<file path="src/rtl/bus_arbiter.sv">
// Arbitrates the external memory bus between instruction fetch and the data port,
// with store lane steering and load extension. Optional macro: BUS_ARBITER_ROUND_ROBIN_EN.
module bus_arbiter #(
  parameter int unsigned TIMEOUT = 255
) (
  input  logic        clk,
  input  logic        reset,
  input  logic        fetch_request,
  input  logic [31:0] fetch_address,
  output logic        fetch_ready,
  output logic [31:0] fetch_data,
  output logic        fetch_error,
  input  logic        data_load,
  input  logic        data_store,
  input  logic [31:0] data_address,
  input  logic [1:0]  data_size,
  input  logic        data_signed,
  input  logic [31:0] data_store_data,
  output logic        data_ready,
  output logic [31:0] data_load_data,
  output logic        data_error,
  output logic [31:0] ext_address,
  output logic [31:0] ext_write_data,
  output logic [3:0]  ext_write_strobe,
  output logic        ext_read_request,
  output logic        ext_write_request,
  input  logic        ext_ready,
  input  logic [31:0] ext_read_data
);

  localparam int unsigned CNT_W = (TIMEOUT > 1) ? $clog2(TIMEOUT + 1) : 1;

  typedef enum logic [1:0] {IDLE, BUSY, RESP} state_t;

  state_t           state, state_next;
  logic             data_req_c;
  logic             grant_c;
  logic             grant_to_data_c;
  logic             done_c;
  logic             abort_c;
  logic             timeout_hit_c;
  logic [3:0]       store_strobe_c;
  logic [31:0]      store_data_c;

  logic             owner_data;
  logic             lat_write;
  logic [1:0]       lat_lane;
  logic [1:0]       lat_size;
  logic             lat_signed;
  logic [CNT_W-1:0] cnt;
`ifdef BUS_ARBITER_ROUND_ROBIN_EN
  logic             last_grant_data;
`endif

  assign data_req_c    = data_load | data_store;
  assign timeout_hit_c = (TIMEOUT != 0) && ((32'(cnt) + 32'd1) >= TIMEOUT);

  // Select the byte lane of the returned word and extend it to 32 bits.
  function automatic logic [31:0] load_extend(input logic [31:0] w, input logic [1:0] lane,
                                              input logic [1:0] size, input logic sgn);
    logic [7:0]  b;
    logic [15:0] h;
    case (lane)
      2'd0:    b = w[7:0];
      2'd1:    b = w[15:8];
      2'd2:    b = w[23:16];
      default: b = w[31:24];
    endcase
    h = lane[1] ? w[31:16] : w[15:0];
    case (size)
      2'b00:   load_extend = {{24{sgn & b[7]}}, b};
      2'b01:   load_extend = {{16{sgn & h[15]}}, h};
      default: load_extend = w;
    endcase
  endfunction

  always_comb begin
    store_strobe_c = 4'b0000;
    store_data_c   = data_store_data;
    case (data_size)
      2'b00: begin
        store_strobe_c = 4'b0001 << data_address[1:0];
        store_data_c   = {4{data_store_data[7:0]}};
      end
      2'b01: begin
        store_strobe_c = 4'b0011 << {data_address[1], 1'b0};
        store_data_c   = {2{data_store_data[15:0]}};
      end
      2'b10:   store_strobe_c = 4'b1111;
      default: store_strobe_c = 4'b0000;
    endcase
  end

  always_ff @(posedge clk or posedge reset) begin
    if (reset) state <= IDLE;
    else       state <= state_next;
  end

  always_comb begin
    state_next      = state;
    grant_c         = 1'b0;
    grant_to_data_c = 1'b0;
    done_c          = 1'b0;
    abort_c         = 1'b0;
    case (state)
      IDLE: begin
        if (data_req_c || fetch_request) begin
          grant_c    = 1'b1;
          state_next = BUSY;
`ifdef BUS_ARBITER_ROUND_ROBIN_EN
          grant_to_data_c = data_req_c && (!fetch_request || !last_grant_data);
`else
          grant_to_data_c = data_req_c;
`endif
        end
      end
      BUSY: begin
        if (ext_ready) begin
          done_c     = 1'b1;
          state_next = RESP;
        end else if (timeout_hit_c) begin
          abort_c    = 1'b1;
          state_next = RESP;
        end
      end
      RESP:    state_next = IDLE;
      default: state_next = IDLE;
    endcase
  end

  // Request latches, bus drive and response registers.
  always_ff @(posedge clk or posedge reset) begin
    if (reset) begin
      fetch_ready       <= 1'b0;
      fetch_data        <= 32'd0;
      fetch_error       <= 1'b0;
      data_ready        <= 1'b0;
      data_load_data    <= 32'd0;
      data_error        <= 1'b0;
      ext_address       <= 32'd0;
      ext_write_data    <= 32'd0;
      ext_write_strobe  <= 4'b0000;
      ext_read_request  <= 1'b0;
      ext_write_request <= 1'b0;
      owner_data        <= 1'b0;
      lat_write         <= 1'b0;
      lat_lane          <= 2'd0;
      lat_size          <= 2'd0;
      lat_signed        <= 1'b0;
      cnt               <= '0;
`ifdef BUS_ARBITER_ROUND_ROBIN_EN
      last_grant_data   <= 1'b1;
`endif
    end else begin
      fetch_ready <= 1'b0;
      fetch_error <= 1'b0;
      data_ready  <= 1'b0;
      data_error  <= 1'b0;
      if (grant_c) begin
        owner_data <= grant_to_data_c;
        cnt        <= '0;
`ifdef BUS_ARBITER_ROUND_ROBIN_EN
        last_grant_data <= grant_to_data_c;
`endif
        if (grant_to_data_c) begin
          ext_address       <= {data_address[31:2], 2'b00};
          ext_write_request <= data_store;
          ext_read_request  <= ~data_store;
          ext_write_strobe  <= data_store ? store_strobe_c : 4'b0000;
          ext_write_data    <= data_store ? store_data_c : 32'd0;
          lat_write         <= data_store;
          lat_lane          <= data_address[1:0];
          lat_size          <= data_size;
          lat_signed        <= data_signed;
        end else begin
          ext_address       <= fetch_address & 32'hFFFF_FFFC;
          ext_read_request  <= 1'b1;
          ext_write_request <= 1'b0;
          ext_write_strobe  <= 4'b0000;
          ext_write_data    <= 32'd0;
          lat_write         <= 1'b0;
        end
      end
      if (state == BUSY && !done_c && !abort_c && TIMEOUT != 0)
        cnt <= cnt + CNT_W'(1);
      if (done_c || abort_c) begin
        ext_read_request  <= 1'b0;
        ext_write_request <= 1'b0;
        if (owner_data) begin
          data_ready <= 1'b1;
          data_error <= abort_c;
          if (abort_c)
            data_load_data <= 32'd0;
          else if (!lat_write)
            data_load_data <= load_extend(ext_read_data, lat_lane, lat_size, lat_signed);
        end else begin
          fetch_ready <= 1'b1;
          fetch_error <= abort_c;
          fetch_data  <= abort_c ? 32'd0 : ext_read_data;
        end
      end
    end
  end

endmodule

</file>
<file path="config.mk">
export PLATFORM = sky130hd
export DESIGN_NAME = bus_arbiter
export DESIGN_NICKNAME = d
export VERILOG_FILES = /design/src/rtl/bus_arbiter.sv
export SDC_FILE = /design/constraint.sdc
export NUM_CORES = 1
export LEC_CHECK = 0
export ABC_AREA = 1
export BUFFER_PORTS_ARGS = -buffer_cell sky130_fd_sc_hd__buf_2
export CAP_MARGIN = 20
export CORE_MARGIN = 1.5
export CORE_UTILIZATION = 30
export CTS_CLUSTER_DIAMETER = 100
export DETAILED_ROUTE_END_ITERATION = 12
export REMOVE_ABC_BUFFERS = 1
export SLEW_MARGIN = 30
export SYNTH_ARGS = -nofsm -noshare
export SYNTH_HDL_FRONTEND = slang
export SYNTH_SLANG_ARGS = --single-unit
export TNS_END_PERCENT = 5
</file>
<file path="constraint.sdc">
create_clock -name clk -period 5.3 [get_ports clk]
set_input_delay 0.265 -clock clk [delete_from_list [all_inputs] [get_ports clk]]
set_output_delay 0.265 -clock clk [all_outputs]
set_load 0.03 [all_outputs]
</file>
==> metrics.log, run 1 <==
INFO  metric asyncSetResetFlopFracSynth = 1.00
INFO  metric yosysWarnings = 0
INFO  metric final.setup.tns = 0 ps
INFO  metric synth_top_cells_by_area = dfrtp_1 (51%), nand2_1 (13%), o21ai_0 (7.0%)
INFO  metric yosysUniqueCellTypes = 38
INFO  metric fillerInstances = 2,570
INFO  metric count_of_flip_flops_with_a_built_in_enable_after_synthesis = 0
INFO  metric dr_total_vias = 7,318
INFO  metric sort_of_element_at_the_end_of_the_critical_path = flop
INFO  metric synth_top_cell_area_share = 0.509
INFO  metric crit_path_max_fanout = 36
INFO  metric grt_setup_unrepaired = no
INFO  metric grt-ovfl-total = 0
INFO  metric row_count = 57
INFO  metric drt-initial-drc-count = 435
INFO  metric avgRoutedWirePerCell = roughly 17 um
INFO  metric pin_count = around 280
INFO  metric run_status = complete, no violations
INFO  metric floorplan.initialDensity = 0.308
INFO  metric postLayoutSetupSlackWorst = 1500 ps
INFO  metric fraction_of_layout_cells_with_a_size_suffix_above_1 = 0.296
INFO  metric achievable-frequency = 0.263 GHz
INFO  metric post_cts_hold_buffer_count = 1
INFO  metric die_height = 161 um
INFO  metric worst_setup_start_kind = flop
INFO  metric worst_clock_skew = 13.5 ps
INFO  metric seq_area_frac_synth = 0.509
INFO  metric grt_antenna_before_repair = 2
INFO  metric finalHoldViolCount = 0
INFO  metric cts-root-buf = clkbuf_16
INFO  metric path_class_of_the_lowest_slack_min_delay_path = input pin to flop
INFO  metric dp_hpwl = 18.2 mm
INFO  metric global_route.peak_usage_layer = met2
INFO  metric buffer_ports.inserted = 270
INFO  metric relSlewSlack = 0.395
INFO  metric globalRouteMet2Util = 0.321
INFO  metric die_area = 0.0261 mm2
INFO  metric gp_congestion = 0.784
INFO  metric total_setup_violations_reported_at_the_end_of_the_flow = 0
INFO  metric post-cts-setup-buffer-count = 0
INFO  metric wl = roughly 25 mm
INFO  metric dieWidth = around 160 um
INFO  metric worstMarginPinSlew = 905 ps
INFO  metric reg2regPathDepth = 12
INFO  metric use_met1 = 0.261
INFO  metric cts.sinks = 153
INFO  metric pwr_density_cell = 667 mW/mm2
INFO  metric cts-buffers-inserted = 17
INFO  metric syn_inst = 931
INFO  metric syn2layout_area_growth = 28.9%
INFO  metric r2r-start = cnt[0]
INFO  metric clock_path_buffers = 2
INFO  metric route.antenna.remaining_nets = 0
INFO  metric p_leak = 5.08 nW
INFO  metric timing.critical_path.required = 5610 ps
INFO  metric remaining_design_rule_violation_count = 0
INFO  metric worstPathArrival = 4110 ps
INFO  metric num-nets-final = approximately 1,300
INFO  metric finalWorstPathRequiredPeriod = 3800 ps
INFO  metric cts_tree = built
INFO  metric synthDominantAreaCellType = dfrtp_1
INFO  metric rrSetupSlack = 1500 ps
INFO  metric crit_path_end = data_load_data[1]
INFO  metric clk-insertion-delay-late = 430 ps
INFO  metric maxCapViolCount = 0
INFO  metric vdd_drop_max = 0.304 mV
INFO  metric grt_use_met3 = 0.0524
INFO  metric critPathKind = flop to flop
INFO  metric grt_first_pass_wirelength = a little over 40 mm
INFO  metric grt_use_total = 0.199
INFO  metric cts_resized = 0
INFO  metric detailedPlace.worstSlack = 1460 ps
INFO  metric first_global_vias = 7,172
INFO  metric ys_dominant_reg_cell = dfrtp_1
INFO  metric portion_of_the_clock_cycle_consumed_by_the_worst_path_in_the_final_layout = 0.718
INFO  metric worstReg2RegEnd = data_load_data[1]
INFO  metric post_drt_via_cell_ratio = between 4 and 5
INFO  metric post_synth.cell_area_avg = just over 8 um2
INFO  metric cts_max_level = 4
INFO  metric fp.coreArea = roughly 0.024 mm2
INFO  metric first_pass_iters = 5
INFO  metric slew_viol_final = 0
INFO  metric yosys_register_bits = 153
INFO  metric startpoint = cnt[0]
INFO  metric grt_max_degree = 55
INFO  metric clk_pin_slew_worst_paths = approximately 70 ps
INFO  metric post_synth_design_cell_area = 0.00753 mm2
layer usage:
metal  share of wire  wire [um]
met1            0.44      11100
met2            0.46      11800
met3           0.080       2030
met4           0.017        440
met5               0          0
kinds of logic (layout without fill, tap and decap cells):
group / count (synthesis) / after routing / synth area share
compound gates: 275 / 275 / 0.208
fa+ha+maj: 2 / 2 / 0.00332
buf+inv: 101 / 353 / 0.0617
flops: 153 / 153 / 0.509
mux: 1 / 1 / 0.00133
other cells: 1 / 4 / 0.000498
simple gates: 398 / 398 / 0.216
cell type report:
type	instances	area, um2	share of cell area
clock inverters	15	181	0.0187
diodes	2	5.00	0.000516
inverters	41	159	0.0164
repair buffers	280	1450	0.149
multi-input cells	678	3250	0.335
clock buffers	17	425	0.0438
flip-flops and latches	153	3830	0.395
well taps	324	405	0.0418
synthesized netlist by cell type, types with 2 or more instances:
cell / number
a32o_1: 6
inv_1: 37
o21ai_0: 106
ha_1: 2
o22ai_1: 11
o2111ai_1: 2
buf_6: 7
nand2_2: 2
o31ai_1: 9
nor2_1: 81
dfrtp_1: 153
buf_2: 19
o221ai_1: 2
o21ai_1: 11
nand3_1: 46
nand2_1: 254
clkbuf_1: 30
a31oi_1: 4
nand4_1: 2
nor2_2: 4
nand3_2: 3
o21a_1: 4
a21boi_0: 2
buf_4: 2
o21ai_2: 22
a21oi_1: 93
o21bai_1: 2
clkinv_1: 3
nand2_4: 3
sequential cells by signal, summed over array words and instances (netlist names):
register,count
lat_write,1
ext_write_data,32
fetch_error,1
ext_read_request,1
data_ready,1
owner_data,1
lat_signed,1
data_load_data,32
ext_write_request,1
data_error,1
state,2
ext_address,30
ext_write_strobe,4
cnt,8
lat_lane,2
lat_size,2
fetch_data,32
fetch_ready,1
worst min path at each step:
stage | startpoint | endpoint | slack (ps) | cells past startpoint
after global placement | reset | lat_signed | 320 | 2
after CTS | data_signed | lat_signed | 30 | 3
final | data_signed | lat_signed | 50 | 3
after detailed placement | reset | fetch_data[23] | 330 | 2
after floorplan | data_signed | lat_signed | 370 | 2
after global routing | data_signed | lat_signed | 50 | 3
power breakdown:
part	internal [W]	leakage (nW)	switching, W
Clock	0.000715	0.296	0.000562
Combinational	0.000919	2.85	0.00228
Sequential	0.00168	1.94	0.000320
cells in the final DEF (no fill, tap or decap), types with 3 or more instances in the layout:
| master | instances |
|---|---|
| a21oi_1 | 93 |
| a31oi_1 | 4 |
| a32o_1 | 6 |
| buf_2 | 270 |
| buf_4 | 8 |
| clkbuf_16 | 17 |
| clkinv_1 | 3 |
| dfrtp_1 | 153 |
| inv_1 | 36 |
| inv_6 | 7 |
| nand2_1 | 253 |
| nand2_2 | 3 |
| nand2_4 | 3 |
| nand3_1 | 46 |
| nand3_2 | 3 |
| nor2_1 | 80 |
| nor2_2 | 4 |
| o21a_1 | 4 |
| o21ai_0 | 106 |
| o21ai_1 | 11 |
| o21ai_2 | 22 |
| o22ai_1 | 11 |
| o31ai_1 | 9 |
worst max-delay path, cell delays in order (launching register included):
cell and delay, ps:
dfrtp_1 410, inv_1 80, ha_1 310, o21bai_1 150, nand3_1 100, nor2_1 130, nand3_2 120, nand2_4 320
nand2_4 360, nand2_2 620, nand3_2 730, nand2_1 230, nand2_1 70
through the flow:
step | area (um2) | hold WS, ps | total power [W] | std cells | utilization
detailed placement | 9080 | 326 | 0.00525 | 1475 | 0.371
global route | 9700 | 45.1 | 0.00695 | 1510 | 0.397
finish | 9700 | 50.0 | 0.00647 | 1510 | 0.397
global placement | 9050 | 322 | 0.00518 | 1474 | 0.370
CTS | 9700 | 29.3 | 0.00655 | 1508 | 0.396
floorplan | 7220 | 375 | 0.00414 | 872 | -
No activity file was read; power rests on OpenSTA's default activity.
==> run 2: changes to the inputs <==
Clock period 5.3 ns to 3.7 ns, I/O delays scaled along.
==> metrics.log, run 2 (synthesized netlist as in run 1, its figures left out) <==
INFO  metric run_status = complete, no violations
INFO  metric relSlewSlack = 0.447 (+0.0521)
INFO  metric vdd_drop_max = 0.468 mV (+54%)
INFO  metric dr_total_vias = 7,372 (+0.74%)
INFO  metric stdcell_count = 1,519 (+0.60%)
INFO  metric finish.instance_area = 0.00977 mm2 (+0.67%)
INFO  metric report.power.total = 0.00921 W (+42%)
INFO  metric crit_path_max_fanout = 36 (unchanged)
INFO  metric maxCapViolCount = 0 (unchanged)
INFO  metric post-cts-setup-buffer-count = 0 (unchanged)
INFO  metric wl = 25.6 mm (+0.63%)
INFO  metric fillerInstances = 2,526 (-1.7%)
INFO  metric timing.critical_path.required = 4000 ps (-1610 ps)
INFO  metric slowest_stage = nand3_2
INFO  metric dp_hpwl = 18.0 mm (-1.5%)
INFO  metric clk-insertion-delay-late = 430 ps (about the same)
INFO  metric first_global_vias = 7,201 (+0.40%)
INFO  metric layout_top_registers = data_load_data x32, ext_write_data x32, fetch_data x32
INFO  metric commonest_non_fill_non_tap_cell_in_the_layout = buf_2
INFO  metric first_pass_iters = 5 (unchanged)
INFO  metric cts_tree = built
INFO  metric clock_path_buffers = 2 (unchanged)
INFO  metric fraction_of_layout_cells_with_a_size_suffix_above_1 = 0.294 (-0.00115)
INFO  metric grt_setup_unrepaired = no
INFO  metric worstPathArrival = 3490 ps (-620 ps)
INFO  metric pwr_density_cell = 943 mW/mm2 (+41%)
INFO  metric gp_congestion = 0.857 (+9.3%)
INFO  metric portion_of_the_clock_cycle_consumed_by_the_worst_path_in_the_final_layout = 0.860 (+0.142)
INFO  metric slew_viol_final = 0 (unchanged)
INFO  metric die_area = 0.0261 mm2 (unchanged)
INFO  metric die_height = 161 um (unchanged)
INFO  metric worst_setup_start_kind = flop
INFO  metric num-nets-final = 1,318 (+0.61%)
INFO  metric achievable-frequency = 0.314 GHz (+20%)
INFO  metric fp.coreArea = 0.0245 mm2 (unchanged)
INFO  metric post_drt_via_cell_ratio = 4.85 (+0.14%)
INFO  metric worst_clock_skew = 12.5 ps (-1.01 ps)
INFO  metric grt_max_degree = 98 (+78%)
INFO  metric placed_cells_incl_taps = 1,476 (+0.068%)
INFO  metric grt_first_pass_wirelength = 40.4 mm (about the same)
INFO  metric grt_antenna_before_repair = 2 (unchanged)
INFO  metric buffer_ports.inserted = 270 (unchanged)
INFO  metric grt-ovfl-total = 0 (unchanged)
INFO  metric cts-root-buf = clkbuf_16
INFO  metric row_count = 57 (unchanged)
INFO  metric syn2layout_area_growth = 29.8%
INFO  metric grt_use_total = 0.200 (+0.000399)
INFO  metric sort_of_element_at_the_end_of_the_critical_path = flop
INFO  metric finalWorstPathRequiredPeriod = 3180 ps (-622 ps)
INFO  metric pin_count = 275 (unchanged)
INFO  metric worst_path_largest_cell_delay = 520 ps (-210 ps)
INFO  metric cts.sinks = 153 (unchanged)
INFO  metric p_leak = 5.11 nW (+0.60%)
INFO  metric cts-buffers-inserted = 17 (unchanged)
INFO  metric final.setup.tns = 0 ps (unchanged)
INFO  metric route.antenna.remaining_nets = 0 (unchanged)
INFO  metric dieWidth = 161 um (unchanged)
INFO  metric total_setup_violations_reported_at_the_end_of_the_flow = 0 (unchanged)
INFO  metric floorplan.initialDensity = 0.308 (unchanged)
INFO  metric critPathKind = flop to flop
INFO  metric worstMarginPinSlew = 829 ps (-75.9 ps)
INFO  metric critical_path.cell_chain = ha_1 -> nand2_1 -> inv_1 -> nor2_1 -> nand3_1 -> nor2_1 -> nand3_2 -> nand2_4 -> nand2_4 -> nand2_4 -> nand3_2 -> nand2_1 -> nand2_1
INFO  metric avgRoutedWirePerCell = 16.9 um (about the same)
INFO  metric remaining_design_rule_violation_count = 0 (unchanged)
INFO  metric drt-initial-drc-count = 556 (+28%)
INFO  metric cts_max_level = 4 (unchanged)
INFO  metric final_core_util = 0.399 (+0.00266)
INFO  metric layout_common_cells = buf_2 (270), nand2_1 (253), dfrtp_1 (153)
INFO  metric post_dp_cell_area = 0.00909 mm2 (+0.14%)
INFO  metric path_class_of_the_lowest_slack_min_delay_path = input pin to flop
INFO  metric clk_pin_slew_worst_paths = 70 ps (about the same)
INFO  metric finalHoldViolCount = 0 (unchanged)
run 2: layer usage:
| metal | wire, um | GRT usage | part of all wire |
|---|---|---|---|
| met4 | 516 | 0.0703 | 0.020 |
| met1 | 11200 | 0.262 | 0.44 |
| met2 | 11900 | 0.314 | 0.46 |
| met5 | 0 | 0 | 0 |
| met3 | 2040 | 0.0568 | 0.080 |
run 2: timing repair:
| item | CTS | global route |
|---|---|---|
| endpoints found under the hold margin | 12 | 0 |
| resized for setup | 0 | 0 |
| hold buffers | 8 | 0 |
run 2: path summary, 6_finish.rpt:
kind | slack, ps | cells past startpoint | from | to
worst min-delay path | 20 | 3 | fetch_address[13] | ext_address[13]
worst max-delay path | 520 | 13 | cnt[0] | data_load_data[5]
min in group asynchronous | 400 | 3 | reset | ext_address[4]
worst max register to register | 520 | 13 | cnt[0] | data_load_data[5]
worst min register to register | 470 | 2 | data_load_data[20] | data_load_data[20]
max in group asynchronous | 2550 | 4 | reset | fetch_data[19]
run 2: stage by stage:
| step | hold slack (ps) | worst slack, ps |
|---|---|---|
| after floorplan | 295 | -1080 |
| after global placement | 393 | 557 |
| after detailed placement | 403 | 480 |
| after CTS | 3.43 | 456 |
| after global routing | 12.2 | 93.5 |
| final | 17.3 | 517 |
run 2: worst max-delay path: cells and delay by family, from the launching register on:
family	cells	cell delay, ps
adders and majority gates	1	240
DFF	1	420
and+or+nand+nor	11	2280
buffers and inverters	1	70
run 2: power by group:
part	total, W	leakage (nW)	switching, W	internal (W)
registers	0.00285	1.94	0.000443	0.00240
logic	0.00460	2.89	0.00328	0.00132
clock network	0.00176	0.288	0.000806	0.000957
total	0.00921	5.11	0.00453	0.00468
run 2: layout make-up:
class                      count  area, um2  share of cell area
clock inverter                15        159              0.0163
timing repair buffer         288       1530               0.157
multi-input combinational    678       3250               0.333
tap                          324        405              0.0415
clock buffer                  17        425              0.0436
sequential                   153       3830               0.392
antenna                        3       7.51            0.000769
inverter                      41        161              0.0165
==> run 3: changes to the inputs <==
Clock period 3.7 ns to 3.3 ns, I/O delays scaled along.
==> metrics.log, run 3 (synthesized netlist as in run 1, its figures left out) <==
INFO  metric sort_of_element_at_the_end_of_the_critical_path = flop
INFO  metric dr_total_vias = 7,432 (+0.81%)
INFO  metric final.setup.tns = 0 ps (unchanged)
INFO  metric r2r-start = state[0]
INFO  metric achievable-frequency = 0.380 GHz (+21%)
INFO  metric layout_top_registers = data_load_data x32, ext_write_data x32, fetch_data x32
INFO  metric post_drt_via_cell_ratio = 4.85 (about the same)
INFO  metric layout_common_cells = buf_2 (270), nand2_1 (253), dfrtp_1 (153)
INFO  metric cts.sinks = 153 (unchanged)
INFO  metric floorplan.initialDensity = 0.308 (unchanged)
INFO  metric postLayoutSetupSlackWorst = 666 ps (+148 ps)
INFO  metric crit_path_end = ext_address[12]
INFO  metric gp_congestion = 0.801 (-6.5%)
INFO  metric timing.hold.ws = 15.7 ps (-1.62 ps)
INFO  metric relSlewSlack = 0.441 (-0.00589)
INFO  metric die_area = 0.0261 mm2 (unchanged)
INFO  metric critical_path.cell_chain = nor2_1 -> nand2_1 -> clkinv_1 -> nor2_4 -> buf_4 -> nand2_1 -> nand3_1 -> dlygate4sd3_1
INFO  metric critPathKind = flop to flop
INFO  metric wl = 25.7 mm (+0.24%)
INFO  metric cts-root-buf = clkbuf_16
INFO  metric reg2regPathDepth = 8 (-5)
INFO  metric combinationalPowerShare = 0.497 (-0.003)
INFO  metric fraction_of_layout_cells_with_a_size_suffix_above_1 = 0.296 (+0.00131)
INFO  metric portion_of_the_clock_cycle_consumed_by_the_worst_path_in_the_final_layout = 0.798 (-0.0619)
INFO  metric dieWidth = 161 um (unchanged)
INFO  metric startpoint = state[0]
INFO  metric power.net_switching = 0.00514 W (+13%)
INFO  metric timing.critical_path.buf_inv = 3 (+2)
INFO  metric critical_path_cell_count = 8 (-5)
INFO  metric avgRoutedWirePerCell = 16.8 um (-0.61%)
INFO  metric maxCapViolCount = 0 (unchanged)
INFO  metric rrSetupSlack = 670 ps (+150 ps)
INFO  metric finalWorstPathRequiredPeriod = 2630 ps (-548 ps)
INFO  metric remaining_design_rule_violation_count = 0 (unchanged)
INFO  metric worst_clock_skew = 20.0 ps (+7.46 ps)
INFO  metric route.antenna.remaining_nets = 0 (unchanged)
INFO  metric worstMarginPinSlew = 838 ps (+8.82 ps)
INFO  metric drt-initial-drc-count = 499 (-10%)
INFO  metric detailedPlace.worstSlack = 743 ps (+263 ps)
INFO  metric first_pass_iters = 5 (unchanged)
INFO  metric finalHoldViolCount = 0 (unchanged)
INFO  metric cell_internal_pwr = 0.00523 W (+12%)
INFO  metric clock_power_share = 0.192 (about the same)
INFO  metric worstReg2RegEnd = ext_address[12]
INFO  metric commonest_non_fill_non_tap_cell_in_the_layout = buf_2
INFO  metric grt_max_degree = 94 (-4.1%)
INFO  metric crit_path_max_fanout = 61 (+69%)
INFO  metric path_class_of_the_lowest_slack_min_delay_path = input pin to flop
INFO  metric placed_cells_incl_taps = 1,482 (+0.41%)
INFO  metric cts-buffers-inserted = 17 (unchanged)
INFO  metric row_count = 57 (unchanged)
INFO  metric timing.critical_path.required = 3670 ps (-330 ps)
INFO  metric critical_path.most_common_cell = nand2_1
INFO  metric run_status = complete, no violations
INFO  metric cts_max_level = 4 (unchanged)
INFO  metric pin_count = 275 (unchanged)
INFO  metric buffer_ports.inserted = 270 (unchanged)
INFO  metric die_height = 161 um (unchanged)
INFO  metric total_setup_violations_reported_at_the_end_of_the_flow = 0 (unchanged)
INFO  metric first_global_vias = 7,303 (+1.4%)
INFO  metric worstPathArrival = 3000 ps (-490 ps)
INFO  metric num-nets-final = 1,333 (+1.1%)
INFO  metric timing.critical_path.max_delay_family = buffers and inverters
INFO  metric pwr_density_cell = 1050 mW/mm2 (+11%)
INFO  metric grt_first_pass_wirelength = 40.6 mm (+0.45%)
INFO  metric slowest_stage = buf_4
INFO  metric vdd_drop_max = 0.539 mV (+15%)
INFO  metric swShare = 0.496 (+0.00359)
INFO  metric fillerInstances = 2,529 (+0.12%)
INFO  metric clk_pin_slew_worst_paths = 90 ps (+20 ps)
INFO  metric clock_path_buffers = 2 (unchanged)
INFO  metric fp.coreArea = 0.0245 mm2 (unchanged)
INFO  metric stdcell_count = 1,532 (+0.86%)
INFO  metric grt_setup_unrepaired = no
INFO  metric worst_setup_start_kind = flop
INFO  metric grt_antenna_before_repair = 2 (unchanged)
INFO  metric clk-insertion-delay-late = 440 ps (about the same)
INFO  metric cts_tree = built
INFO  metric dp_hpwl = 18.1 mm (+0.97%)
INFO  metric grt_use_total = 0.200 (+0.000376)
INFO  metric finish.instance_area = 0.00990 mm2 (+1.4%)
INFO  metric slew_viol_final = 0 (unchanged)
INFO  metric power_frac_seq = 0.310 (about the same)
INFO  metric grt-ovfl-total = 0 (unchanged)
INFO  metric p_leak = 5.18 nW (+1.2%)
INFO  metric syn2layout_area_growth = 31.6%
INFO  metric post_dp_cell_area = 0.00913 mm2 (+0.36%)
INFO  metric worst_path_largest_cell_delay = 560 ps (+40 ps)
run 3: area by class of cell:
class | instances | area (um2) | share of cell area
multi-input combinational | 678 | 3250 | 0.328
clock inverter | 15 | 178 | 0.0179
sequential | 153 | 3830 | 0.387
timing repair buffer | 303 | 1650 | 0.167
clock buffer | 17 | 425 | 0.0430
inverter | 41 | 161 | 0.0163
antenna | 1 | 2.50 | 0.000253
tap | 324 | 405 | 0.0409
run 3: worst min path at each step:
stage | slack [ps] | cells past startpoint | end | start
after global routing | 6 | 3 | ext_address[21] | data_address[21]
after CTS | 2 | 3 | ext_address[17] | data_address[17]
after floorplan | 270 | 2 | lat_signed | data_signed
final | 20 | 3 | ext_write_data[22] | data_store_data[22]
after detailed placement | 380 | 3 | lat_signed | data_signed
after global placement | 370 | 3 | lat_signed | data_signed
run 3: power by group through the flow:
stage	logic [W]	clock network [W]	registers, W
6_report	0.00516	0.00199	0.00322
3_3_place_gp	0.00512	0	0.00321
5_1_grt	0.00567	0.00214	0.00333
4_1_cts	0.00521	0.00205	0.00322
3_5_place_dp	0.00518	0	0.00323
2_1_floorplan	0.00198	0	0.00467
run 3: timing repair:
action | in CTS | in global routing
setup buffers | 0 | 0
hold buffers | 17 | 0
setup endpoints to repair | 0 | 0
hold endpoints to repair | 107 | 0
resized for setup | 0 | 0
run 3: worst min-delay path, stage by stage:
cell,delay (ps)
buf_2,70
o21ai_0,50
o21ai_0,130
run 3: routing by layer:
| layer | track usage | up-vias | routed length, um |
|---|---|---|---|
| met3 | 0.0609 | 21 | 2070 |
| li1 | - | 3641 | - |
| met1 | 0.257 | 3459 | 11300 |
| met5 | 0 | - | 16 |
| met2 | 0.325 | 309 | 11900 |
| met4 | 0.0568 | 2 | 454 |
run 3: per-stage QoR:
step,power [W],utilization
after global placement,0.00834,0.373
after detailed placement,0.00841,0.373
after global routing,0.0111,0.405
after CTS,0.0105,0.405
after floorplan,0.00666,-
final,0.0104,0.405
